==> config.mk <==
export PLATFORM = sky130hd
export DESIGN_NAME = timer_counter
export DESIGN_NICKNAME = d
export VERILOG_FILES = /design/src/rtl/timer_counter_pkg.sv /design/src/rtl/timer_counter.sv
export SDC_FILE = /design/constraint.sdc
export NUM_CORES = 1
export LEC_CHECK = 0
export ABC_AREA = 0
export CELL_PAD_IN_SITES_DETAIL_PLACEMENT = 0
export CELL_PAD_IN_SITES_GLOBAL_PLACEMENT = 1
export CORE_ASPECT_RATIO = 0.7
export CORE_MARGIN = 10
export CORE_UTILIZATION = 30
export DETAILED_ROUTE_END_ITERATION = 6
export MAX_ROUTING_LAYER = met4
export PLACE_DENSITY_LB_ADDON = 0.05
export SLEW_MARGIN = 20
export SYNTH_ARGS = -nofsm -noshare
export SYNTH_HDL_FRONTEND = slang
export SYNTH_SLANG_ARGS = --single-unit
==> constraint.sdc <==
create_clock -name clk -period 6.5 [get_ports clk]
set_input_delay 1.3 -clock clk [delete_from_list [all_inputs] [get_ports clk]]
set_output_delay 1.3 -clock clk [all_outputs]
set_load 0.02 [all_outputs]
==> src/rtl/timer_counter_pkg.sv <==
// ---------------------------------------------------------------------------
// timer_counter_pkg
// Shared definitions for the timer/counter peripheral:
//   - system base addresses of the two timer instances (TC1, TC2)
//   - register offsets decoded from Addr[3:2]
//   - FSM state encodings and CTRL.Mode encodings
//   - packed layout of the 4-bit CTRL register
// ---------------------------------------------------------------------------
package timer_counter_pkg;

    // Address windows of the two instances; the bridge gates WE by range.
    localparam logic [31:0] TC1_BASE_A = 32'h0000_7F00;
    localparam logic [31:0] TC1_BASE_B = 32'h0000_7F0B;
    localparam logic [31:0] TC2_BASE_A = 32'h0000_7F10;
    localparam logic [31:0] TC2_BASE_B = 32'h0000_7F1B;

    // Register offsets as seen on Addr[3:2].
    localparam logic [1:0] REG_CTRL   = 2'd0;
    localparam logic [1:0] REG_PRESET = 2'd1;
    localparam logic [1:0] REG_COUNT  = 2'd2;
    localparam logic [1:0] REG_RSVD   = 2'd3;

    // FSM state encodings.
    localparam logic [1:0] ST_IDLE = 2'd0;
    localparam logic [1:0] ST_LOAD = 2'd1;
    localparam logic [1:0] ST_CNT  = 2'd2;
    localparam logic [1:0] ST_INT  = 2'd3;

    // CTRL.Mode encodings; 10 and 11 behave as one-shot.
    localparam logic [1:0] MODE_ONESHOT = 2'b00;
    localparam logic [1:0] MODE_RELOAD  = 2'b01;

    // CTRL register: bit3 IM, bits2:1 Mode, bit0 Enable.
    typedef struct packed {
        logic       im;
        logic [1:0] mode;
        logic       enable;
    } ctrl_t;

endpackage : timer_counter_pkg

==> src/rtl/timer_counter.sv <==
// ---------------------------------------------------------------------------
// timer_counter
// Memory-mapped down-counter with one-shot and auto-reload modes.
//
// Ports:
//   clk    in   1   single clock, all state updates on the rising edge
//   reset  in   1   synchronous, active-high reset
//   Addr   in  32   bus address, only Addr[3:2] is decoded
//   WE     in   1   word write strobe (aligned stores only)
//   Din    in  32   write data
//   Dout   out 32   combinational read data for Addr[3:2]
//   IRQ    out  1   interrupt request (irq_flag masked by CTRL.IM)
//
// Registers: CTRL (offset 0, 4 bits), PRESET (offset 1), COUNT (offset 2,
// read-only), offset 3 reserved and reads as zero.
// ---------------------------------------------------------------------------
module timer_counter
    import timer_counter_pkg::*;
(
    input  logic        clk,
    input  logic        reset,
    input  logic [31:0] Addr,
    input  logic        WE,
    input  logic [31:0] Din,
    output logic [31:0] Dout,
    output logic        IRQ
);

    ctrl_t       ctrl;
    logic [31:0] preset;
    logic [31:0] count;
    logic        irq_flag;
    logic [1:0]  state;

    logic [1:0]  reg_sel;
    assign reg_sel = Addr[3:2];

    // Word-aligned, window-decoded by the bridge: the other address bits
    // carry no information for this block.
    logic unused_addr_bits;
    assign unused_addr_bits = ^{Addr[31:4], Addr[1:0]};

    // NOTE: every register below is written with non-blocking assignments so
    // all of them see the pre-edge values of each other within a clock.
    always_ff @(posedge clk) begin
        if (reset) begin
            ctrl     <= '0;
            preset   <= '0;
            count    <= '0;
            irq_flag <= 1'b0;
            state    <= ST_IDLE;
        end else begin
            case (state)
                ST_IDLE: begin
                    if (ctrl.enable)
                        state <= ST_LOAD;
                end
                ST_LOAD: begin
                    count <= preset;
                    state <= ST_CNT;
                end
                ST_CNT: begin
                    if (!ctrl.enable) begin
                        state <= ST_IDLE;
                    end else if (count > 32'd1) begin
                        count <= count - 32'd1;
                    end else begin
                        // Covers COUNT==0 too, so PRESET=0 never wraps.
                        count    <= '0;
                        irq_flag <= 1'b1;
                        state    <= ST_INT;
                    end
                end
                ST_INT: begin
                    if (ctrl.mode == MODE_RELOAD) begin
                        irq_flag <= 1'b0;
                    end else begin
                        // One-shot: flag stays up until software writes CTRL.
                        ctrl.enable <= 1'b0;
                    end
                    state <= ST_IDLE;
                end
                default: state <= ST_IDLE;
            endcase

            // NOTE: the bus write is placed after the FSM on purpose; for the
            // same register the later non-blocking assignment wins, so a CPU
            // CTRL write overrides the FSM clearing Enable or setting the flag.
            if (WE) begin
                case (reg_sel)
                    REG_CTRL: begin
                        ctrl     <= ctrl_t'(Din[3:0]);
                        irq_flag <= 1'b0;
                    end
                    REG_PRESET: preset <= Din;
                    default: ;  // COUNT is read-only, offset 3 reserved
                endcase
            end
        end
    end

    // NOTE: Dout gets a default before the case so no latch is inferred for
    // the undecoded offsets.
    always_comb begin
        Dout = '0;
        case (reg_sel)
            REG_CTRL:   Dout = {28'b0, ctrl};
            REG_PRESET: Dout = preset;
            REG_COUNT:  Dout = count;
            default:    Dout = '0;
        endcase
    end

    assign IRQ = irq_flag & ctrl.im;

endmodule : timer_counter

== Word-level counts from Yosys, hierarchy flattened ==
Cells that the tools add are included.
Storage, ports and cells
  bits in registers: 71
  input port bits: 67
  output and inout port bits: 33
  logic and storage cells: 44
Operators by class
  $add $sub $neg: 1
  magnitude comparators: 1
  equal/unequal tests: 9
  mux-type cells: 18
  bitwise logic cells: 1
  reductions and logical operators: 7
Operator list (number)
  $pmux 32 s3: 1
  $mux 32: 2
  $pmux 32 s2: 1
  $gt 32x1->1 const B: 1
  $sub 32x1->32 const B: 1
  $mux 1: 9
  $pmux 2 s4: 1
  $reduce_and 2->1: 4
  $eq 2x1->1 const B: 3
  $eq 2x2->1 const B: 3
  $mux 2: 3
  $logic_not 2->1: 2
  $ne 2x2->1 const B: 2
  $ne 3x3->1 const B: 1
  $pmux 1 s2: 1
  $reduce_bool 2->1: 1
  $and 1x1->1: 1

== Longest topological paths before layout ==
  depth in word-level cells: 6
  gate-level depth with buffers: 9
  depth with buffers taken out: 8

== Worst setup path before layout ==
No wires, ideal clock.
  path type: input port to output port
  from: input port Addr[3]
  to: output port Dout[10]
  data arrival time: 2.570 ns
  required time: 5.200 ns
  slack: 2.630 ns
  cell stages on the path: 5
  buffers on the path: 3
  cell sequence: clkbuf_1 nor2b_1 clkbuf_1 clkbuf_1 a22o_1
Between the ends
  cells in the longest elaborated chain, start to end: 2
  elaborated cells between the ends (all ways): 4
  classes of those cells: eq/ne: 2; mux: 1; reduce/logical: 1
RTL lines
  start: declaration: RTL line timer_counter.sv:22  | input logic [31:0] Addr,
  $eq 2x2->1, or another cell as far along: RTL line timer_counter.sv:106  | case (reg_sel)
  $pmux 32 s3 *: RTL line timer_counter.sv:106
  end: declaration: RTL line timer_counter.sv:25  | output logic [31:0] Dout,
Mark *: on every way between the ends. The rest lies on a longest branch, timed or not.

== Worst setup path in the final report ==
  from: input port Addr[2]
  to: output port Dout[0]
The elaborated chain is that of the path after synthesis.

==> results_dict.tcl <==
set metrics [dict create \
    placed_cell_area_sq_um 4670 \
    viasPerCell 5.47 \
    holdCritPathClass "flop to flop" \
    critPathMaxFanout 20 \
    p_leak_nw 1.82 \
    synth_fp_nets 561 \
    synth_most_common_cell "nand2_1" \
    netlist.top_cell.by_area "dfxtp_1" \
    seq_area_sq_um 1420 \
    r2r_cells 6 \
    p_total_w 0.00105 \
    root_buffer "clkbuf_16" \
    clk_latency_ns 0.34 \
    row_count 34 \
    n_antenna_cell 0 \
    power_density_nw_per_um2 211 \
    maxSlewHeadroom 0.286 \
    cp-end-kind "primary output" \
    port_buffers 69 \
    cts-buffers-inserted 9 \
    drv_slew 0 \
    cts_hold_buf 0 \
    fin_area_sq_um 4960 \
    cts.repair.resized 0 \
    path_delay_family "buffers and inverters" \
    nFillCells 1316 \
    hold_depth 2 \
    peakVddDrop_v 0.000121 \
    ff2ff_setup_slack_ns 3.49 \
    rsz0062_at_grt "false" \
    grt_pass1_vias 3717 \
    post-cts-setup-buffers 0 \
    synth-edff-count 0 \
    worstHoldStart "preset[29]" \
    critical_path_class "primary input to primary output" \
    die_h_um 115 \
    syn_inst 492 \
    area_growth_pct 27.4 \
    tightestPinTransition_ns 1.07 \
    setup_viol 0 \
    ant_nets 0 \
    dieArea_sq_um 18000 \
    grt_max_degree 74 \
    numClockSinks 71 \
    finalSetupTns_ns 0 \
    grt_use_total 0.151 \
    slowest_delay_ns 0.66 \
    htree_levels 3 \
    cp_slowest_cell "clkdlybuf4s50_1" \
    routabilityCongestion 0.829 \
    start_util 0.310 \
    grt_pass1_wl_mm 21.0 \
    hold_end "preset[29]" \
    dp_hpwl_mm 8.83 \
    required_ns 5.20 \
    finalClockSkew_ns 0.00615 \
    antenna_found_initial 0 \
    r2r_end "count[19]" \
    ys_ff_latch 71 \
    drc_errors 0 \
    multi_input_area_sq_um 2270 \
    fin_util 0.395 \
    yosysSeqAreaShare 0.365 \
    finalCritPeriodShare 0.781 \
    ys_async_sr_fraction 0 \
    synthDistinctLibCells 54 \
    synth_common_cells "nand2_1 (97), dfxtp_1 (71), a21oi_1 (50), clkbuf_1 (36), nor2_1 (31)" \
    crit_path_start "Addr[2]" \
    drt-pass1-iter-count 5 \
    fmax_ghz 0.197 \
    fp.dieW_um 156 \
    synth_area_leaders "dfxtp_1 (37%), nand2_1 (9.4%), a22o_1 (6.5%), a21oi_1 (6.4%), clkbuf_1 (3.5%)" \
    clk_pin_slew_ns 0.05 \
    core-area_sq_um 12500 \
    reg2reg_from "state[0]" \
    avgRoutedWirePerCell_um 18.7 \
    finalCriticalPeriod_ns 5.08 \
    cts_tree "done" \
    grt-ovfl-total 0 \
    routed_wl_mm 13.2 \
    drive_gt1_frac 0.0866 \
    clk_path_buf_depth 2 \
    yosysWarnings 0 \
    worstPathCellList "clkdlybuf4s50_1 > nor2b_2 > buf_4 > nand2_1 > o21ai_0 > clkdlybuf4s50_1" \
    critPathLaunchType "primary input" \
    cp_common_cell "clkdlybuf4s50_1" \
    nets 607 \
    status "completed" \
    avgSynthCellArea_sq_um 7.91 \
    syn_area_sq_um 3890 \
    synth_top_area_frac 0.365 \
    synth_ff_type "dfxtp_1" \
    ios 100 \
    routed-via-count 3856 \
    drt-initial-drc-count 303 \
    drv_cap 0 \
    path_buf_inv 3 \
    crit_arrival_ns 3.78 \
    hold_viol_final 0 \
]
[registers in the layout (all words and copies together), names as in the netlist]
name,count
count,32
preset,32
ctrl,4
state,2
irq_flag,1
[power by group]
group | internal, W | switching, W | total (W)
clock network | 0.000306 | 0.000187 | 0.000492
registers | 0.000444 | 0.00000852 | 0.000452
logic | 0.0000458 | 0.0000573 | 0.000103
total | 0.000795 | 0.000252 | 0.00105
[cells in the final DEF (no fill, tap or decap), drive strengths merged, types with 3 or more instances in the layout]
cell type      synthesis  final
a21oi                 50     50
a221oi                 4      4
a222oi                11     11
a22o                  29     29
a22oi                  3      3
a31oi                  6      6
a32oi                  5      5
and2                   3      3
and3                   6      6
buf                    5      8
clkbuf                36     12
clkdlybuf4s50          0     68
clkinv                 0      3
dfxtp                 71     71
inv                    8      8
mux2                   5      5
mux2i                  7      7
nand2                 97     97
nand2b                 4      4
nand3                  7      7
nand4                  3      3
nor2                  32     32
nor2b                 10     10
nor3                  13     13
nor3b                  3      3
nor4                   7      7
o211ai                 3      3
o21ai                 24     24
o31ai                  4      4
o32ai                  3      3
or3                    6      6
or4                    5      5
[layout make-up]
class | instances | share of cell area
inverters | 8 | 0.00606
repair buffers | 76 | 0.149
multi-input cells | 372 | 0.459
flip-flops and latches | 71 | 0.287
well taps | 162 | 0.0409
clock buffers | 12 | 0.0497
clock inverters | 4 | 0.00908
[worst reg2reg max path: cells and delay by family (launching register included)]
kind	cells	cell delay [ns]
flip-flops	1	0.68
AO/OA/AOI/OAI	3	0.83
AND/OR/NAND/NOR	2	1.09
buffers and inverters	1	0.35
[routing by layer]
layer / track usage / vias to the layer above / share of wire
met5: - / - / 0
met4: 0.0389 / 0 / 0.011
met3: 0.0384 / 12 / 0.052
met2: 0.201 / 103 / 0.39
met1: 0.216 / 1828 / 0.54
li1: - / 1913 / -
[how the worst max path moves through the flow]
| stage | end | slack (ns) | depth (start not counted) |
|---|---|---|---|
| floorplan | Dout[10] | 2.63 | 5 |
| global placement | Dout[0] | 1.41 | 6 |
| detailed placement | Dout[0] | 1.42 | 6 |
| CTS | Dout[0] | 1.41 | 6 |
| global route | Dout[3] | 1.22 | 6 |
| finish | Dout[0] | 1.42 | 6 |
[metrics by stage]
stage / setup slack (ns) / std cells / hold WS, ns
CTS: 1.41 / 705 / 0.474
floorplan: 2.63 / 492 / 0.445
finish: 1.42 / 705 / 0.469
global route: 1.22 / 705 / 0.492
detailed placement: 1.42 / 689 / 0.465
global placement: 1.41 / 689 / 0.462
[cells by family (layout without fill, tap and decap cells)]
group | after synthesis | count (layout) | synth area share
buffers and inverters | 49 | 100 | 0.0550
adders and majority gates | 2 | 2 | 0.00643
and+or+nand+nor | 203 | 203 | 0.266
muxes | 12 | 12 | 0.0325
AOI/OAI and AO/OA | 155 | 155 | 0.275
DFF | 71 | 71 | 0.365
Note: power is estimated with default switching activity, not from simulation.
